`src/rtl/if_fetch.sv`:
```
// ---------------------------------------------------------------------------
// if_fetch -- instruction fetch stage with a 2-entry prefetch buffer.
//
// Issues one instruction-memory request at a time, buffers returned words
// together with their fall-through PC (addr+4), and presents the oldest entry
// to the IF/ID register. Redirects flush the buffer and restart fetch at the
// new target; a request already in flight when a redirect arrives is allowed
// to complete and its data is dropped.
//
// Ports
//   clk_i          clock, rising edge
//   rst_n_i        synchronous active-low reset
//   stall_i        ID hazard hold: head entry is not consumed this cycle
//   redirect_i     one-cycle branch/jump redirect pulse
//   redirect_pc_i  redirect target address
//   imem_req_o     instruction memory request
//   imem_addr_o    request address
//   imem_ack_i     memory response valid (may coincide with the request)
//   imem_data_i    instruction word, valid with imem_ack_i
//   valid_o        head entry present
//   pc_o           head entry PC+4 (0 when valid_o=0)
//   inst_o         head entry instruction (0 / NOP when valid_o=0)
//   flush_o        IF/ID flush, combinational copy of redirect_i
// ---------------------------------------------------------------------------
module if_fetch (
    input  logic        clk_i,
    input  logic        rst_n_i,
    input  logic        stall_i,
    input  logic        redirect_i,
    input  logic [31:0] redirect_pc_i,
    output logic        imem_req_o,
    output logic [31:0] imem_addr_o,
    input  logic        imem_ack_i,
    input  logic [31:0] imem_data_i,
    output logic        valid_o,
    output logic [31:0] pc_o,
    output logic [31:0] inst_o,
    output logic        flush_o
);

    typedef enum logic [1:0] {IDLE, WAIT, DRAIN} state_t;

    state_t      state_q, state_d;
    logic [31:0] fetch_pc_q, fetch_pc_d;
    logic [31:0] req_addr_q, req_addr_d;
    logic [1:0]  count_q, count_d;
    logic        rd_ptr_q, wr_ptr_q;
    logic [31:0] fifo_pc_q   [2];
    logic [31:0] fifo_inst_q [2];

    logic        pop;
    logic        push;
    logic [1:0]  count_next;
    logic [31:0] req_addr_inc;

    assign valid_o      = (count_q != 2'd0);
    assign pop          = valid_o & ~stall_i & ~redirect_i;
    assign push         = (state_q == WAIT) & imem_ack_i & ~redirect_i;
    // A pop only happens when count_q>0, and a push only from WAIT where
    // count_q<=1, so this never underflows or exceeds 2.
    assign count_next   = count_q + {1'b0, push} - {1'b0, pop};
    // Wraps modulo 2^32 by construction of the 32-bit add.
    assign req_addr_inc = req_addr_q + 32'd4;

    assign imem_addr_o  = req_addr_q;
    assign flush_o      = redirect_i;
    // Gate the head with valid so stale buffer contents never leak out.
    assign pc_o         = valid_o ? fifo_pc_q[rd_ptr_q]   : 32'd0;
    assign inst_o       = valid_o ? fifo_inst_q[rd_ptr_q] : 32'd0;

    always_comb begin
        state_d    = state_q;
        fetch_pc_d = fetch_pc_q;
        req_addr_d = req_addr_q;
        count_d    = redirect_i ? 2'd0 : count_next;
        imem_req_o = 1'b0;

        case (state_q)
            IDLE: begin
                if (redirect_i) begin
                    fetch_pc_d = redirect_pc_i;
                end else if (count_next <= 2'd1) begin
                    // Only issue when the buffer is guaranteed a free slot
                    // for the returning word.
                    req_addr_d = fetch_pc_q;
                    state_d    = WAIT;
                end
            end
            WAIT: begin
                imem_req_o = 1'b1;
                if (redirect_i) begin
                    fetch_pc_d = redirect_pc_i;
                    // Without an ack the request is still owed a response;
                    // DRAIN absorbs it so it cannot be mistaken for the target.
                    state_d    = imem_ack_i ? IDLE : DRAIN;
                end else if (imem_ack_i) begin
                    fetch_pc_d = req_addr_inc;
                    if (count_next <= 2'd1) begin
                        req_addr_d = req_addr_inc;
                    end else begin
                        state_d = IDLE;
                    end
                end
            end
            DRAIN: begin
                imem_req_o = 1'b1;
                if (redirect_i) begin
                    fetch_pc_d = redirect_pc_i;
                end
                if (imem_ack_i) begin
                    state_d = IDLE;
                end
            end
            default: begin
                state_d = IDLE;
            end
        endcase
    end

    always_ff @(posedge clk_i) begin
        if (!rst_n_i) begin
            state_q    <= IDLE;
            fetch_pc_q <= 32'd0;
            req_addr_q <= 32'd0;
            count_q    <= 2'd0;
            rd_ptr_q   <= 1'b0;
            wr_ptr_q   <= 1'b0;
        end else begin
            state_q    <= state_d;
            fetch_pc_q <= fetch_pc_d;
            req_addr_q <= req_addr_d;
            count_q    <= count_d;
            if (redirect_i) begin
                rd_ptr_q <= 1'b0;
                wr_ptr_q <= 1'b0;
            end else begin
                if (pop) begin
                    rd_ptr_q <= ~rd_ptr_q;
                end
                if (push) begin
                    wr_ptr_q <= ~wr_ptr_q;
                end
            end
        end
    end

    // Buffer storage carries no reset; its contents are only observed
    // through valid-gated outputs.
    always_ff @(posedge clk_i) begin
        if (push) begin
            fifo_pc_q[wr_ptr_q]   <= req_addr_inc;
            fifo_inst_q[wr_ptr_q] <= imem_data_i;
        end
    end

endmodule
```
`config.mk`:
```
export PLATFORM = sky130hd
export DESIGN_NAME = if_fetch
export DESIGN_NICKNAME = d
export VERILOG_FILES = /design/src/rtl/if_fetch.sv
export SDC_FILE = /design/constraint.sdc
export NUM_CORES = 1
export LEC_CHECK = 0
export CAP_MARGIN = 10
export CORE_ASPECT_RATIO = 1.5
export CORE_MARGIN = 1
export CORE_UTILIZATION = 52
export DETAILED_ROUTE_END_ITERATION = 10
export PLACE_DENSITY = 0.88
export SLEW_MARGIN = 20
export SYNTH_ARGS = -nofsm -noshare
export SYNTH_HDL_FRONTEND = slang
export SYNTH_SLANG_ARGS = --single-unit
```
`constraint.sdc`:
```
create_clock -name clk_i -period 5.3 [get_ports clk_i]
set_input_delay 0.795 -clock clk_i [delete_from_list [all_inputs] [get_ports clk_i]]
set_output_delay 0.795 -clock clk_i [all_outputs]
set_load 0.02 [all_outputs]
```
==> flow_summary.ini <==
[routing]
post_drt_wl_per_cell_um = 17.90
detail_route.first_pass.iterations = 7
met1_length_um = 7835
wl_um = 20870
routed.top_layer = met4
drc = 0
vias = 6845
ant_nets = 0
detail_route.iter0.violations = 552
wl_met2_um = 11120
wl_met3_um = 1456
routed_via_density = 5.870

[cts]
worst_skew_pair.late_latency_ns = 0.42
clock-sinks = 199
ctsHoldBuffers = 0
cts_resized = 0
cts_tree = yes
cts_buffers = 17
cts_max_level = 4
cts_root_buffer = clkbuf_16
cts_max_path_buffers = 2
postCtsSetupRepairBufs = 0
clk_pin_slew_ns = 0.08

[critical_path]
crit_type = input port to register
crit_arrival_ns = 4.19
cp-end-kind = register
cp-start-kind = input port
path_max_fanout = 19
cp.required_ns = 5.64

[global_routing]
grt_max_degree = 69
grt_overflow = 0
grt.total_usage = 0.2398
antenna_found_initial = 0
grt_pass1_vias = 6677
grt_pass1_wl_um = 32830

[synth]
synth_area_leaders = edfxtp_1 (43%), dfxtp_1 (16%), mux2i_1 (8.4%), nor2_1 (3.9%), nand3_1 (3.2%)
syn_inst = 808
syn_area_um2 = 8896
async_flop_share = 0
yosysTopAreaCellShare = 0.4321
ys_warn_count = 0
ys_types = 54
ys_seq_area_frac = 0.5918
synth_edf_count = 128
syn_avg_cell_area_um2 = 11.01
synth_flop_cell = edfxtp_1
ys_ff_latch = 199
synth_area_leader_cell = edfxtp_1
syn_nets = 883

[final_layout]
layout.cells.most_common = clkdlybuf4s50_1
areaGrowthSynthToFinish_pct = 26.47
mostFrequentLayoutCells = clkdlybuf4s50_1 (166), edfxtp_1 (128), nor2_1 (90)
antenna_cells = 0
register_area_um2 = 5269
fill_cells = 1236
drive_gt1_frac = 0.06172
multiInputGateArea_um2 = 3292
layout.nets = 1018

[timing]
hold_viol = 0
setup_violations = 0
slew_headroom = 0.3409
rsz0062_at_grt = false
tightestPinTransition_ns = 0.9887
whs_ns = 0.4589
setup_tns_ns = 0
fmax_mhz = 259.3
fin_crit_ns = 3.856
clock_skew_ns = 0.01461
fin_ws_ns = 1.444
fin_crit_sh = 0.7276
maxSlewViolCount = 0

[placed_design]
dpl.hpwl_um = 13720
portBuffers = 167
dp_slack_ns = 1.148
place.gp.congestion = 0.8629

[floorplan]
initial_core_util = 0.5307
ioPinCount = 168
rows = 58
die_w_um = 108.8
die_h_um = 162.2
core_um2 = 16760
die-area_um2 = 17650

[pwr]
p_leak_nw = 3.817
power.density_nw_per_um2 = 366.9
ir_drop_mv = 0.2054

[run]
maxCapViolCount = 0

[worst_hold_path]
hold_class = register to register

[run_status]
outcome = finished clean
==> stage by stage <==
step,cells,area (um^2),total power (W),util
after floorplan,808,8896,0.002576,-
after global placement,1133,10680,0.002903,0.6370
after detailed placement,1133,10680,0.002934,0.6370
after CTS,1165,11220,0.004127,0.6696
after global routing,1166,11250,0.004289,0.6711
final,1166,11250,0.004128,0.6711
==> cell families after synthesis <==
family,share of synthesized area
simple gates,0.1480
flops,0.5918
mux,0.08565
xor+xnor,0.03010
buf+inv,0.04121
compound gates,0.09480
fa+ha+maj,0.008439
==> Yosys cell counts, types with 6 or more instances <==
master      n
o21ai_0    25
nor3_1     12
xnor2_1    13
ha_1        6
mux2i_1    75
a31oi_1     9
and3_1      9
dfxtp_1    71
xor2_1     15
o22ai_1    12
o211ai_1    6
edfxtp_1  128
clkbuf_1   46
nand4_1    11
nand2_1    55
buf_1       9
inv_1      30
o221ai_1   12
nand3_1    57
nor2_1     92
a21oi_1    35
==> critical path, stage by stage <==
cell and delay, ns:
clkdlybuf4s50_1 0.55, inv_1 0.21, and3_1 0.23, inv_1 0.09, ha_1 0.27, inv_1 0.04
ha_1 0.17, xnor3_1 0.27, and3_1 0.69, nand2_1 0.52, o22ai_1 0.34
==> layout make-up <==
class	instances	share of cell area
flip-flops and latches	199	0.4683
multi-input cells	516	0.2926
repair buffers	179	0.1573
clock buffers	19	0.03848
well taps	210	0.02335
clock inverters	13	0.01001
inverters	30	0.01001
==> layer usage <==
layer | up-vias | global-route usage
met5 | - | 0
met2 | 303 | 0.4266
met4 | 0 | 0.1032
met1 | 3305 | 0.2796
li1 | 3203 | -
met3 | 34 | 0.04093
==> path summary, 6_finish.rpt <==
kind	depth (start not counted)	endpoint	startpoint	slack [ns]
max reg2reg	10	imem_addr_o[25]	count_q[1]	1.78
max	11	imem_addr_o[25]	redirect_i	1.44
min	2	fetch_pc_q[6]	fetch_pc_q[6]	0.46
min reg2reg	2	fetch_pc_q[6]	fetch_pc_q[6]	0.46
==> power by group <==
part           leakage, nW  switching, W  internal [W]
clock                0.265      0.000583      0.000617
sequential            1.75      0.000117       0.00181
combinational         1.80      0.000623      0.000378
total                 3.82       0.00132       0.00280
==> sequential cells by signal, indices dropped and copies added (netlist names), named ones only <==
register and flops:
count_q 2, fetch_pc_q 32, fifo_inst_q 64, fifo_pc_q 64
imem_addr_o 32, rd_ptr_q 1, state_q 2, wr_ptr_q 1
Note: power is estimated with default switching activity, not from simulation.
